<file path="config.mk">
export PLATFORM = sky130hd
export DESIGN_NAME = proc_ctrl
export DESIGN_NICKNAME = d
export VERILOG_FILES = /design/src/rtl/proc_ctrl_pkg.sv /design/src/rtl/proc_ctrl_dec3to8.sv /design/src/rtl/proc_ctrl.sv
export SDC_FILE = /design/constraint.sdc
export NUM_CORES = 1
export LEC_CHECK = 0
export ABC_AREA = 1
export BUFFER_PORTS_ARGS = -buffer_cell sky130_fd_sc_hd__buf_2
export CAP_MARGIN = 20
export CORE_MARGIN = 2
export CORE_UTILIZATION = 43
export DETAILED_ROUTE_END_ITERATION = 8
export PLACE_DENSITY_LB_ADDON = 0.05
export SYNTH_ARGS = -nofsm -noshare
export SYNTH_HDL_FRONTEND = slang
export SYNTH_HIERARCHICAL = 1
export SYNTH_SLANG_ARGS = --single-unit
</file>
<file path="constraint.sdc">
create_clock -name clk -period 1.45 [get_ports clk]
set_clock_uncertainty 0.1 [all_clocks]
set_input_delay 0.29 -clock clk [delete_from_list [all_inputs] [get_ports clk]]
set_output_delay 0.29 -clock clk [all_outputs]
set_load 0.02 [all_outputs]
</file>
<file path="src/rtl/proc_ctrl_pkg.sv">
// Shared definitions for the processor control FSM: opcodes, state encoding,
// and instruction field layout.
package proc_ctrl_pkg;

  localparam int INSTR_W   = 9;
  localparam int NUM_REGS  = 8;
  localparam int REG_IDX_W = 3;

  typedef enum logic [1:0] {
    T0 = 2'd0,
    T1 = 2'd1,
    T2 = 2'd2,
    T3 = 2'd3
  } state_t;

  localparam logic [2:0] OP_MV  = 3'b000;
  localparam logic [2:0] OP_MVI = 3'b001;
  localparam logic [2:0] OP_ADD = 3'b010;
  localparam logic [2:0] OP_SUB = 3'b011;

  typedef struct packed {
    logic [2:0]           op;
    logic [REG_IDX_W-1:0] x;
    logic [REG_IDX_W-1:0] y;
  } instr_t;

  // Opcodes that need the three-step operand/ALU/writeback sequence.
  function automatic logic is_alu_op(input logic [2:0] op);
    return (op == OP_ADD) || (op == OP_SUB);
  endfunction

endpackage

</file>
<file path="src/rtl/proc_ctrl_dec3to8.sv">
// 3-bit index to 8-bit one-hot decoder with enable; all-zero when disabled.
module dec3to8
  import proc_ctrl_pkg::*;
(
  input  logic [REG_IDX_W-1:0] sel,
  input  logic                 en,
  output logic [NUM_REGS-1:0]  onehot
);

  always_comb begin
    onehot = '0;
    if (en) begin
      onehot[sel] = 1'b1;
    end
  end

endmodule

</file>
<file path="src/rtl/proc_ctrl.sv">
// Control FSM of a small multi-cycle processor: captures an instruction on run
// and sequences bus-source selects and register/ALU enables over T1..T3.
module proc_ctrl
  import proc_ctrl_pkg::*;
(
  input  logic                clk,
  input  logic                resetn,
  input  logic                run,
  input  logic [INSTR_W-1:0]  instr,
  output logic [NUM_REGS-1:0] Rout_sel,
  output logic                din_sel,
  output logic                ALUout_sel,
  output logic [NUM_REGS-1:0] Rin,
  output logic                Ain,
  output logic                Gin,
  output logic                addsub,
  output logic                done,
  output logic                busy
);

  state_t              state;
  state_t              state_nxt;
  instr_t              ir;
  logic [NUM_REGS-1:0] x_onehot;
  logic [NUM_REGS-1:0] y_onehot;
  logic                dec_en;
  logic                rout_x;
  logic                rout_y;
  logic                rin_x;

  always_ff @(posedge clk or negedge resetn) begin
    if (!resetn) begin
      state <= T0;
    end else begin
      state <= state_nxt;
    end
  end

  // IR is only writable while idle, so run during an instruction cannot disturb it.
  always_ff @(posedge clk or negedge resetn) begin
    if (!resetn) begin
      ir <= '0;
    end else if ((state == T0) && run) begin
      ir <= instr;
    end
  end

  assign dec_en = (state != T0);

  dec3to8 u_dec_x (
    .sel    (ir.x),
    .en     (dec_en),
    .onehot (x_onehot)
  );

  dec3to8 u_dec_y (
    .sel    (ir.y),
    .en     (dec_en),
    .onehot (y_onehot)
  );

  // Next state and control decode; outputs depend on state and IR only.
  always_comb begin
    state_nxt  = state;
    rout_x     = 1'b0;
    rout_y     = 1'b0;
    rin_x      = 1'b0;
    din_sel    = 1'b0;
    ALUout_sel = 1'b0;
    Ain        = 1'b0;
    Gin        = 1'b0;
    addsub     = 1'b0;
    done       = 1'b0;
    busy       = 1'b1;

    case (state)
      T0: begin
        busy = 1'b0;
        if (run) begin
          state_nxt = T1;
        end
      end

      T1: begin
        if (is_alu_op(ir.op)) begin
          rout_x    = 1'b1;
          Ain       = 1'b1;
          state_nxt = T2;
        end else begin
          done      = 1'b1;
          state_nxt = T0;
          if (ir.op == OP_MV) begin
            rout_y = 1'b1;
            rin_x  = 1'b1;
          end else if (ir.op == OP_MVI) begin
            din_sel = 1'b1;
            rin_x   = 1'b1;
          end
        end
      end

      T2: begin
        rout_y    = 1'b1;
        Gin       = 1'b1;
        addsub    = (ir.op == OP_SUB);
        state_nxt = T3;
      end

      T3: begin
        ALUout_sel = 1'b1;
        rin_x      = 1'b1;
        done       = 1'b1;
        state_nxt  = T0;
      end

      default: begin
        busy      = 1'b0;
        state_nxt = T0;
      end
    endcase
  end

  // Only one of rout_x/rout_y is ever set in a given state, keeping the bus one-hot.
  assign Rout_sel = (rout_x ? x_onehot : '0) | (rout_y ? y_onehot : '0);
  assign Rin      = rin_x ? x_onehot : '0;

endmodule

</file>
---- Word-level counts from Yosys, hierarchy flattened ----
Cells that the tools add are included.
operators by class
  magnitude comparators ................... 4
  equal/unequal tests ..................... 7
  muxes and demuxes ....................... 30
  bitwise logic cells ..................... 1
  reduce and logical (&&, ||, !) cells .... 7
operators by type and width
  cell                number
  $mux 8              5
  $mux 1              17
  $lt 3x4->1 const B  2
  $or 8x8->8          1
  $pmux 2 s4          1
  $demux 1 s3         2
  $eq 3x2->1 const B  2
  $ge 3x1->1 const B  2
  $pmux 1 s2          3
  $eq 2x2->1 const B  2
  $mux 2              2
  $eq 3x1->1 const B  1
  $logic_and 1x1->1   3
  $logic_not 3->1     1
  $eq 2x1->1 const B  1
  $logic_not 2->1     1
  $ne 2x2->1 const B  1
  $reduce_bool 2->1   1
  $logic_or 1x1->1    1
storage, ports and cells
  register bits after elaboration ......... 11
  bits of input ports ..................... 12
  output and inout port bits .............. 23
  logic and storage cells ................. 53

---- Longest topological paths before layout ----
Gate-level depths: netlist of run 1.
  depth after elaboration ................. 7
  mapped depth ............................ 8
  mapped depth without buffers ............ 8

---- Hierarchy ----
The synthesis of run 1 kept the hierarchy.
by module, submodules not included
  module     times used  cells each  area each (µm²)  seq. area each (µm²)
  proc_ctrl  1           107         755.7            275.3
  dec3to8    2           17          63.8             0.0

---- Least setup slack after synthesis of run 1 ----
Ideal clock, no wire load.
  kind .................................... register -> output
  from .................................... reg state[0]
  to ...................................... out Rin[1]
  arrival ................................. 1.501 ns
  data required time ...................... 1.060 ns
  setup slack ............................. -0.441 ns
  stages on the path, launching flop included .. 9
  cells stage by stage .................... dfrtp_1 -> inv_1 -> ha_1 -> buf_4 -> inv_2 -> nand2_1 -> nor2_1 -> inv_1 -> nor2_1
on the way
  longest elaborated chain between the ends .. 3
  elaborated cells between the ends (all ways) .. 6
RTL lines
  item                    RTL line                 text
  start, declared         proc_ctrl.sv:21          state_t state;
  start signal, assigned  proc_ctrl.sv:35          state <= state_nxt;
  $reduce_bool 2->1       proc_ctrl.sv:48          assign dec_en = (state != T0);
  $mux 8                  proc_ctrl_dec3to8.sv:12  if (en) begin
  via x_onehot[1]         proc_ctrl.sv:24          logic [NUM_REGS-1:0] x_onehot;
  $mux 8                  proc_ctrl.sv:125         assign Rin = rin_x ? x_onehot : '0;
  end, declared           proc_ctrl.sv:13          output logic [NUM_REGS-1:0] Rin,
The timed path passes the listed nets, and every way through them passes these cells.

==> results of run 1 <==
==> routing by layer <==
layer	up-vias	routed length, um
li1	543	-
met2	85	2120
met3	18	273
met1	601	1460
met5	-	0
met4	0	112
==> worst max path at each step <==
| stage | depth (start not counted) | to | startpoint |
|---|---|---|---|
| after detailed placement | 6 | Rin[7] | state[0]$_DFFE_PN0P_ |
| after global routing | 9 | Rout_sel[6] | flop |
| after floorplan | 6 | Rin[0] | flop |
| after global placement | 8 | Rin[3] | state[0]$_DFFE_PN0P_ |
| final | 9 | Rout_sel[5] | flop |
| after CTS | 8 | Rin[7] | state[0]$_DFFE_PN0P_ |
==> report_power, final <==
part	total, W	switching, W	internal, W
registers	0.000650	0.000194	0.000456
logic	0.00289	0.00171	0.00118
clock network	0.000204	0.0000978	0.000106
total	0.00374	0.00200	0.00174
==> sequential cells by signal, indices dropped and copies added, names as in the netlist, named ones only <==
name   flops
ir         9
state      1
==> metrics by stage <==
stage	std cells	worst slack [ns]	utilization, %	hold slack (ns)
CTS	221	-0.509	79.8	0.154
global placement	210	-0.320	66.2	0.0658
floorplan	141	-0.210	-	-0.106
detailed placement	210	-0.365	66.2	0.0701
finish	226	-0.664	92.0	0.159
global route	226	-0.735	92.0	0.165
==> layout make-up <==
cell class                 instances  share of cell area (%)
clock buffer                       4                    1.47
tap                               27                    1.89
multi-input combinational        106                    46.6
inverter                          21                    5.11
timing repair buffer              57                    29.4
sequential                        11                    15.5
==> worst min-delay path: stages <==
cell,delay (ns)
buf_2,0.08
nand3_1,0.06
nand2_1,0.06
==> placed cells by master (no fill, tap or decap), types with 2 or more instances in the layout <==
master	synthesis	final
nand3_1	15	7
inv_4	0	2
nor2_4	1	20
a21oi_1	2	2
nand2_1	44	31
buf_12	0	2
ha_4	0	4
nand3_2	0	8
dfrtp_1	11	10
buf_2	0	11
inv_2	3	4
nor2_2	1	6
buf_4	4	17
nand2_2	2	11
nand2_4	1	5
inv_1	18	14
buf_6	0	26
clkbuf_4	0	3
nor2_1	29	6
==> logic make-up (layout without fill, tap and decap cells) <==
logic type	Yosys count	in the layout	share of synthesized area, %
flops	11	11	31.2
buf+inv	25	82	12.3
compound gates	6	6	5.38
fa+ha+maj	4	4	5.67
simple gates	95	96	45.5
==> timing repair <==
item | CTS | global route
pin swaps | 3 | 18
buffers inserted | 6 | 7
hold buffers | 1 | 0
endpoints found under the hold margin | 11 | 0
setup endpoints to repair | 33 | 26
gates cloned | 1 | 0
gates resized for setup | 50 | 48
==> results.yml, run 1 <==
critical_path:
  start_kind: "flop"
  path_cells: "inv_2 -> buf_4 -> ha_4 -> inv_8 -> nand2_2 -> nor2_2 -> nand3_2 -> nand2_2 -> buf_6"
  crit_path_max_fanout: 6
  cp_slowest_cell: "dfrtp_1"
  end_kind: "output port"
  cpLargestDelayFamily: "simple AND/OR/NAND/NOR gates"
  required_ns: 1.06
  reg2reg_depth: 9
  slowest_delay_ns: 0.40
  path_class: "reg -> out"
  crit_top_cell: "nand2_2"
  critPathBufInv: 4
  r2r_slack_ns: -0.12
  arrival_ns: 1.72
cts:
  htreeDepth: 1
  cts_root_buffer: "clkbuf_4"
  clk_latency_ns: 0.26
  cts_tree: "yes"
  clockBufferDepth: 2
  cts_made_buffers: 3
  numClockSinks: 11
  path_clk_slew_ns: 0.07
routing:
  firstDrtPassIters: 4
  routed_via_density: 5.52
  wl_mm: 3.96
  via_count: 1247
  drt_iter0_markers: 40
  antenna_left: 0
  drc: 0
  wl_per_cell_um: 17.5
global_route:
  gr-usage-met2_pct: 46.6
  grt_pass1_wl_mm: 4.57
  grt_pass1_vias: 1082
  grt.busiest_layer: "met2"
  grt_usage_pct: 24.1
  grt_max_degree: 12
  use_met1_pct: 27.0
  antenna_found_initial: 0
  grtUsageMet3_pct: 2.15
  grt_remaining_overflow: 0
die:
  top_level_ports: 35
  core_sq_mm: 0.00194
  num_rows: 16
  dieArea_sq_mm: 0.00243
  dieHeight_um: 49.3
  start_util_pct: 45.5
  die-width_um: 49.3
sta:
  finalMaxSlewViolations: 0
  timing.setup.tns_ns: -12.22
  slew_headroom_pct: 83.7
  setup_viol: 25
  setup_slack_ns: -0.664
  period_needed_ns: 2.11
  max_freq_mhz: 473
  finalCritPeriodShare_pct: 146
  rsz0062_at_grt: "true"
  tightest_slew_ns: 0.244
  hold_viol_final: 0
place:
  routabilityCongestion: 0.778
  place_area_sq_mm: 0.00128
  dp_hpwl_mm: 1.93
  numPortBuffers: 34
final_layout:
  fin_nets: 216
  num_antenna_cells: 0
  regArea_sq_um: 277
  fillers: 71
  synthToLayoutAreaGrowth_pct: 102
  drive_gt1_share_pct: 62.8
  fin_area_sq_mm: 0.00179
  multiInputGateArea_sq_um: 833
min_path:
  hold_path.startpoint: "instr[7]"
  hold_path_end: "ir[7]$_DFFE_PN0P_"
  min_path_cells: 3
  hold_path.class: "in -> reg"
synth:
  ys_warn_count: 6
  ys_types: 19
  ys_async_sr_fraction_pct: 100
  yosysTopAreaCellShare_pct: 31.2
  synth-edff-count: 0
  synth.most_common_cell: "nand2_1"
  ys_top_cells_by_count: "44 x nand2_1, 29 x nor2_1, 18 x inv_1"
  ys.flop_type: "dfrtp_1"
  ys_seq_elements: 11
  yosysSeqAreaShare_pct: 31.2
  syn_nets: 157
  synth.area.top_cells: "dfrtp_1 31%, nand2_1 19%, nor2_1 12%"
  synth.largest_area_cell: "dfrtp_1"
  syn_area_sq_um: 883
  avgSynthCellArea_sq_um: 6.26
  synthCells: 141
pwr:
  p_total_w: 0.00374
  ir_worst_vdd_v: 0.00167
  p_leak_nw: 0.805
  power.density_mw_per_mm2: 2090
job:
  cap_viol_max_count: 0
outcome:
  status: "finished with violations"
  violations: "setup timing"
(Power assumes the default switching activity.)
==> run 2: changes to the inputs <==
--- a/config.mk
+++ b/config.mk
@@ -9,8 +9,9 @@
 export BUFFER_PORTS_ARGS = -buffer_cell sky130_fd_sc_hd__buf_2
 export CAP_MARGIN = 20
 export CORE_MARGIN = 2
-export CORE_UTILIZATION = 43
+export CORE_UTILIZATION = 40
 export DETAILED_ROUTE_END_ITERATION = 8
+export GPL_TIMING_DRIVEN = 0
 export PLACE_DENSITY_LB_ADDON = 0.05
 export SYNTH_ARGS = -nofsm -noshare
 export SYNTH_HDL_FRONTEND = slang
==> constraint.sdc (replaced) <==
create_clock -name clk -period 2.65 [get_ports clk]
set_clock_uncertainty 0.1 [all_clocks]
set_input_delay 0.53 -clock clk [delete_from_list [all_inputs] [get_ports clk]]
set_output_delay 0.53 -clock clk [all_outputs]
set_load 0.02 [all_outputs]
==> results.yml, run 2 (synthesized netlist as in run 1, its figures left out) <==
cts:
  cts_tree: "yes"
  cts_made_buffers: 3
  htreeDepth: 1
  clk_latency_ns: 0.27
  path_clk_slew_ns: 0.07
  postCtsSetupBuffers: 0
  cts_root_buffer: "clkbuf_4"
  clockBufferDepth: 2
  postCtsHoldBufs: 0
  numClockSinks: 11
final_layout:
  largest_reg_flops: 9
  top_regs: "ir x9, state x1"
  final_util_pct: 52.0
  mostFrequentLayoutCells: "43 x nand2_1, 33 x buf_2, 28 x nor2_1"
  fin_nets: 195
  num_antenna_cells: 0
  final_common_cell: "nand2_1"
  synthToLayoutAreaGrowth_pct: 26.3
  regMostFlops: "ir"
  drive_gt1_share_pct: 29.8
  fillers: 231
critical_path:
  required_ns: 2.02
  end_kind: "output port"
  arrival_ns: 1.85
  path_class: "reg -> out"
  reg2reg_depth: 8
  start_kind: "flop"
  crit_path_max_fanout: 9
routing:
  drt-met1-wl_mm: 1.02
  routed-wl-met2_um: 973
  antenna_left: 0
  via_count: 940
  wl_met3_um: 83
  wl_mm: 2.09
  drc: 0
  drt_iter0_markers: 28
  routed_via_density: 4.56
  firstDrtPassIters: 4
  wl_per_cell_um: 10.2
  topRoutingLayerUsed: "met4"
sta:
  rsz0062_at_grt: "false"
  hold_viol_final: 0
  finalMaxSlewViolations: 0
  timing.setup.tns_ns: 0
  finalCritPeriodShare_pct: 93.7
  tightest_slew_ns: 0.252
  slew_headroom_pct: 83.2
  max_freq_mhz: 403
  setup_viol: 0
  period_needed_ns: 2.48
global_route:
  grt_pass1_vias: 853
  grt_pass1_wl_mm: 3.75
  antenna_found_initial: 0
  grt_usage_pct: 18.5
  grt_remaining_overflow: 0
  grt_max_degree: 12
outcome:
  status: "finished, final reports clean"
job:
  cap_viol_max_count: 0
min_path:
  hold_path.class: "in -> async"
pwr:
  power.density_mw_per_mm2: 1050
  ir_worst_vdd_v: 0.000526
  p_leak_nw: 0.646
place:
  dp_hpwl_mm: 1.73
  numPortBuffers: 33
  routabilityCongestion: 0.745
die:
  dieArea_sq_mm: 0.00260
  core_sq_mm: 0.00215
  start_util_pct: 41.1
  die-width_um: 51.0
  num_rows: 17
  top_level_ports: 35
  dieHeight_um: 51.0
==> run 2: worst paths after layout <==
path	from	to	slack, ns
hold / removal	resetn	ir[7]$_DFFE_PN0P_	0.01
setup reg to reg	state[0]$_DFFE_PN0P_	flop	1.15
hold reg to reg	ir[0]$_DFFE_PN0P_	ir[0]$_DFFE_PN0P_	0.42
setup / recovery	state[0]$_DFFE_PN0P_	Rin[0]	0.17
min in group clk	instr[5]	ir[5]$_DFFE_PN0P_	0.39
max in group asynchronous	resetn	ir[0]$_DFFE_PN0P_	2.22
==> run 2: routing by layer <==
metal | global-route usage, % | vias to the layer above
met3 | 2.05 | 2
li1 | - | 503
met5 | 0 | -
met4 | 5.41 | 0
met2 | 30.7 | 20
met1 | 25.2 | 415
==> run 2: repair_timing <==
action,in CTS,in global routing
setup endpoints to repair,0,1
hold endpoints to repair,0,0
resized for setup,0,2
==> run 2: critical path: stages (launching register included) <==
cell and delay [ns]:
dfrtp_1 0.37, inv_1 0.09, ha_1 0.21, buf_4 0.17, inv_2 0.12, nand2_1 0.12
nor2_1 0.18, inv_1 0.06, nor2_1 0.09, buf_2 0.16
==> run 2: where the power goes <==
group          internal, W  switching, W
registers         0.000248     0.0000785
clock network    0.0000558     0.0000554
logic             0.000237      0.000491
total             0.000541      0.000625
==> run 2: final cells by class <==
class                      count  area (sq um)  share of cell area [%]
inverter                      21          78.8                    7.06
timing repair buffer          33           165                    14.8
tap                           28          35.0                    3.14
sequential                    11           275                    24.7
buffer                         4          30.0                    2.69
clock buffer                   3          22.5                    2.02
multi-input combinational    105           504                    45.2
clock inverter                 1          5.00                   0.448
==> run 2: per-stage QoR <==
| stage | setup slack, ns | power [W] | instance area, sq um | std cells | hold slack (ns) |
|---|---|---|---|---|---|
| finish | 0.167 | 0.00117 | 1120 | 206 | 0.0145 |
| CTS | 0.153 | 0.00117 | 1110 | 206 | 0.0147 |
| detailed placement | 0.473 | 0.00105 | 1080 | 202 | 0.312 |
| global route | 0.0228 | 0.00130 | 1120 | 206 | 0.0127 |
| floorplan | 0.519 | 0.000871 | 883 | 141 | 0.134 |
| global placement | 0.507 | 0.00103 | 1080 | 202 | 0.309 |
==> run 3: changes to the inputs <==
--- a/config.mk
+++ b/config.mk
@@ -9,8 +9,9 @@
 export BUFFER_PORTS_ARGS = -buffer_cell sky130_fd_sc_hd__buf_2
 export CAP_MARGIN = 20
 export CORE_MARGIN = 2
-export CORE_UTILIZATION = 40
+export CORE_UTILIZATION = 51
 export DETAILED_ROUTE_END_ITERATION = 8
+export GPL_ROUTABILITY_DRIVEN = 0
 export GPL_TIMING_DRIVEN = 0
 export PLACE_DENSITY_LB_ADDON = 0.05
 export SYNTH_ARGS = -nofsm -noshare
==> results.yml, run 3 (synthesized netlist as in run 1, its figures left out) <==
outcome:
  status: "finished, final reports clean"
sta:
  hold_viol_final: 0
  setup_viol: 0
  fin_hold_ws_ns: 0.0198
  max_freq_mhz: 407
  timing.setup.tns_ns: 0
  rsz0062_at_grt: "true"
  finalCritPeriodShare_pct: 92.7
  tightest_slew_ns: 0.253
  slew_headroom_pct: 83.1
  finalMaxSlewViolations: 0
  period_needed_ns: 2.46
pwr:
  p_switching_w: 0.000600
  power.density_mw_per_mm2: 1040
  p_int_w: 0.000542
  p_leak_nw: 0.643
  ir_worst_vdd_v: 0.000655
  swShare_pct: 52.6
  combPwrFrac_pct: 62.3
  p_clk_share_pct: 9.9
  seqPwrFrac_pct: 27.8
job:
  cap_viol_max_count: 0
critical_path:
  end_kind: "output port"
  path_class: "reg -> out"
  required_ns: 2.02
  crit_path_max_fanout: 9
  arrival_ns: 1.83
  start_kind: "flop"
final_layout:
  final_common_cell: "nand2_1"
  regMostFlops: "ir"
  largest_reg_flops: 9
  drive_gt1_share_pct: 28.7
  num_antenna_cells: 0
  synthToLayoutAreaGrowth_pct: 24.4
  fin_nets: 195
  mostFrequentLayoutCells: "44 x nand2_1, 33 x buf_2, 28 x nor2_1"
  fillers: 171
  top_regs: "ir x9, state x1"
  regArea_sq_um: 275
  multiInputGateArea_sq_um: 502
cts:
  path_clk_slew_ns: 0.07
  cts_tree: "yes"
  cts_made_buffers: 3
  clk_latency_ns: 0.26
  postCtsSetupBuffers: 0
  clockBufferDepth: 2
  cts_root_buffer: "clkbuf_4"
  postCtsHoldBufs: 0
  numClockSinks: 11
  htreeDepth: 1
global_route:
  grt_remaining_overflow: 0
  grt_pass1_wl_mm: 3.22
  grt_usage_pct: 21.3
  grt_pass1_vias: 785
  antenna_found_initial: 0
  grt_max_degree: 12
die:
  top_level_ports: 35
  dieHeight_um: 45.6
  die-width_um: 45.6
  core_sq_mm: 0.00167
  start_util_pct: 52.9
  dieArea_sq_mm: 0.00208
  num_rows: 15
place:
  dp_hpwl_mm: 1.57
  numPortBuffers: 33
routing:
  drc: 0
  via_count: 934
  antenna_left: 0
  drt_iter0_markers: 23
  routed_via_density: 4.79
  wl_per_cell_um: 9.51
  wl_mm: 1.86
  firstDrtPassIters: 5
min_path:
  hold_path.class: "in -> async"
## run 3: changes by cell type in the layout (fill, tap and decap cells not counted)
| cell | change |
|---|---|
| nand2_1 | +1 |
| nand2_2 | -1 |
| clkinv_2 | -1 |
| clkbuf_1 | +1 |
## run 3: final timing paths
| path | from | endpoint | slack, ns | cells past startpoint |
|---|---|---|---|---|
| worst max-delay path | state[0]$_DFFE_PN0P_ | Rin[5] | 0.19 | 9 |
| worst min-delay path | resetn | ir[7]$_DFFE_PN0P_ | 0.02 | 1 |
| worst max register to register | state[0]$_DFFE_PN0P_ | flop | 1.20 | 8 |
| worst min register to register | ir[3]$_DFFE_PN0P_ | ir[3]$_DFFE_PN0P_ | 0.39 | 2 |
| max in group asynchronous | resetn | ir[4]$_DFFE_PN0P_ | 2.22 | 1 |
| min in group clk | ir[3]$_DFFE_PN0P_ | ir[3]$_DFFE_PN0P_ | 0.39 | 2 |
## run 3: repair_timing
item / 4_1_cts / 5_1_grt
hold endpoints to repair: 0 / 0
setup endpoints to repair: 0 / 2
gates resized for setup: 0 / 1
## run 3: layout make-up
| class | instances | share of cell area (%) |
|---|---|---|
| multi-input combinational | 105 | 45.7 |
| sequential | 11 | 25.1 |
| timing repair buffer | 33 | 15.0 |
| inverter | 21 | 7.18 |
| buffer | 4 | 2.73 |
| clock buffer | 4 | 2.39 |
| tap | 17 | 1.94 |
## run 3: worst max-delay path: stages (launching register included)
cell and delay, ns:
dfrtp_1 0.38, inv_1 0.09, ha_1 0.20, buf_4 0.16
inv_2 0.12, nand2_1 0.13, nor2_1 0.16, inv_1 0.05
nor2_1 0.09, buf_2 0.16
## run 3: routing by layer
metal  track usage (%)  routed length [um]  vias up
met4              5.29                  10        0
met3              3.57                  84        2
met1              28.1                 874      402
met5                 0                   0        -
met2              35.8                 885       26
li1                  -                   -      504
## run 3: power by group through the flow
stage / Sequential (W) / Clock (W) / Combinational, W
5_1_grt: 0.000333 / 0.000121 / 0.000814
4_1_cts: 0.000318 / 0.000116 / 0.000713
3_3_place_gp: 0.000318 / 0 / 0.000694
2_1_floorplan: 0.000307 / 0 / 0.000564
3_5_place_dp: 0.000321 / 0 / 0.000709
6_report: 0.000318 / 0.000113 / 0.000711
## run 3: stage by stage
step | util (%) | cells | worst slack (ns) | instance area (sq um) | total power, W
after floorplan | - | 141 | 0.519 | 883 | 0.000871
after global placement | 64.0 | 191 | 0.520 | 1070 | 0.00101
after detailed placement | 64.0 | 191 | 0.489 | 1070 | 0.00103
after CTS | 65.6 | 195 | 0.190 | 1100 | 0.00115
after global routing | 65.8 | 195 | -0.0154 | 1100 | 0.00127
final | 65.8 | 195 | 0.194 | 1100 | 0.00114
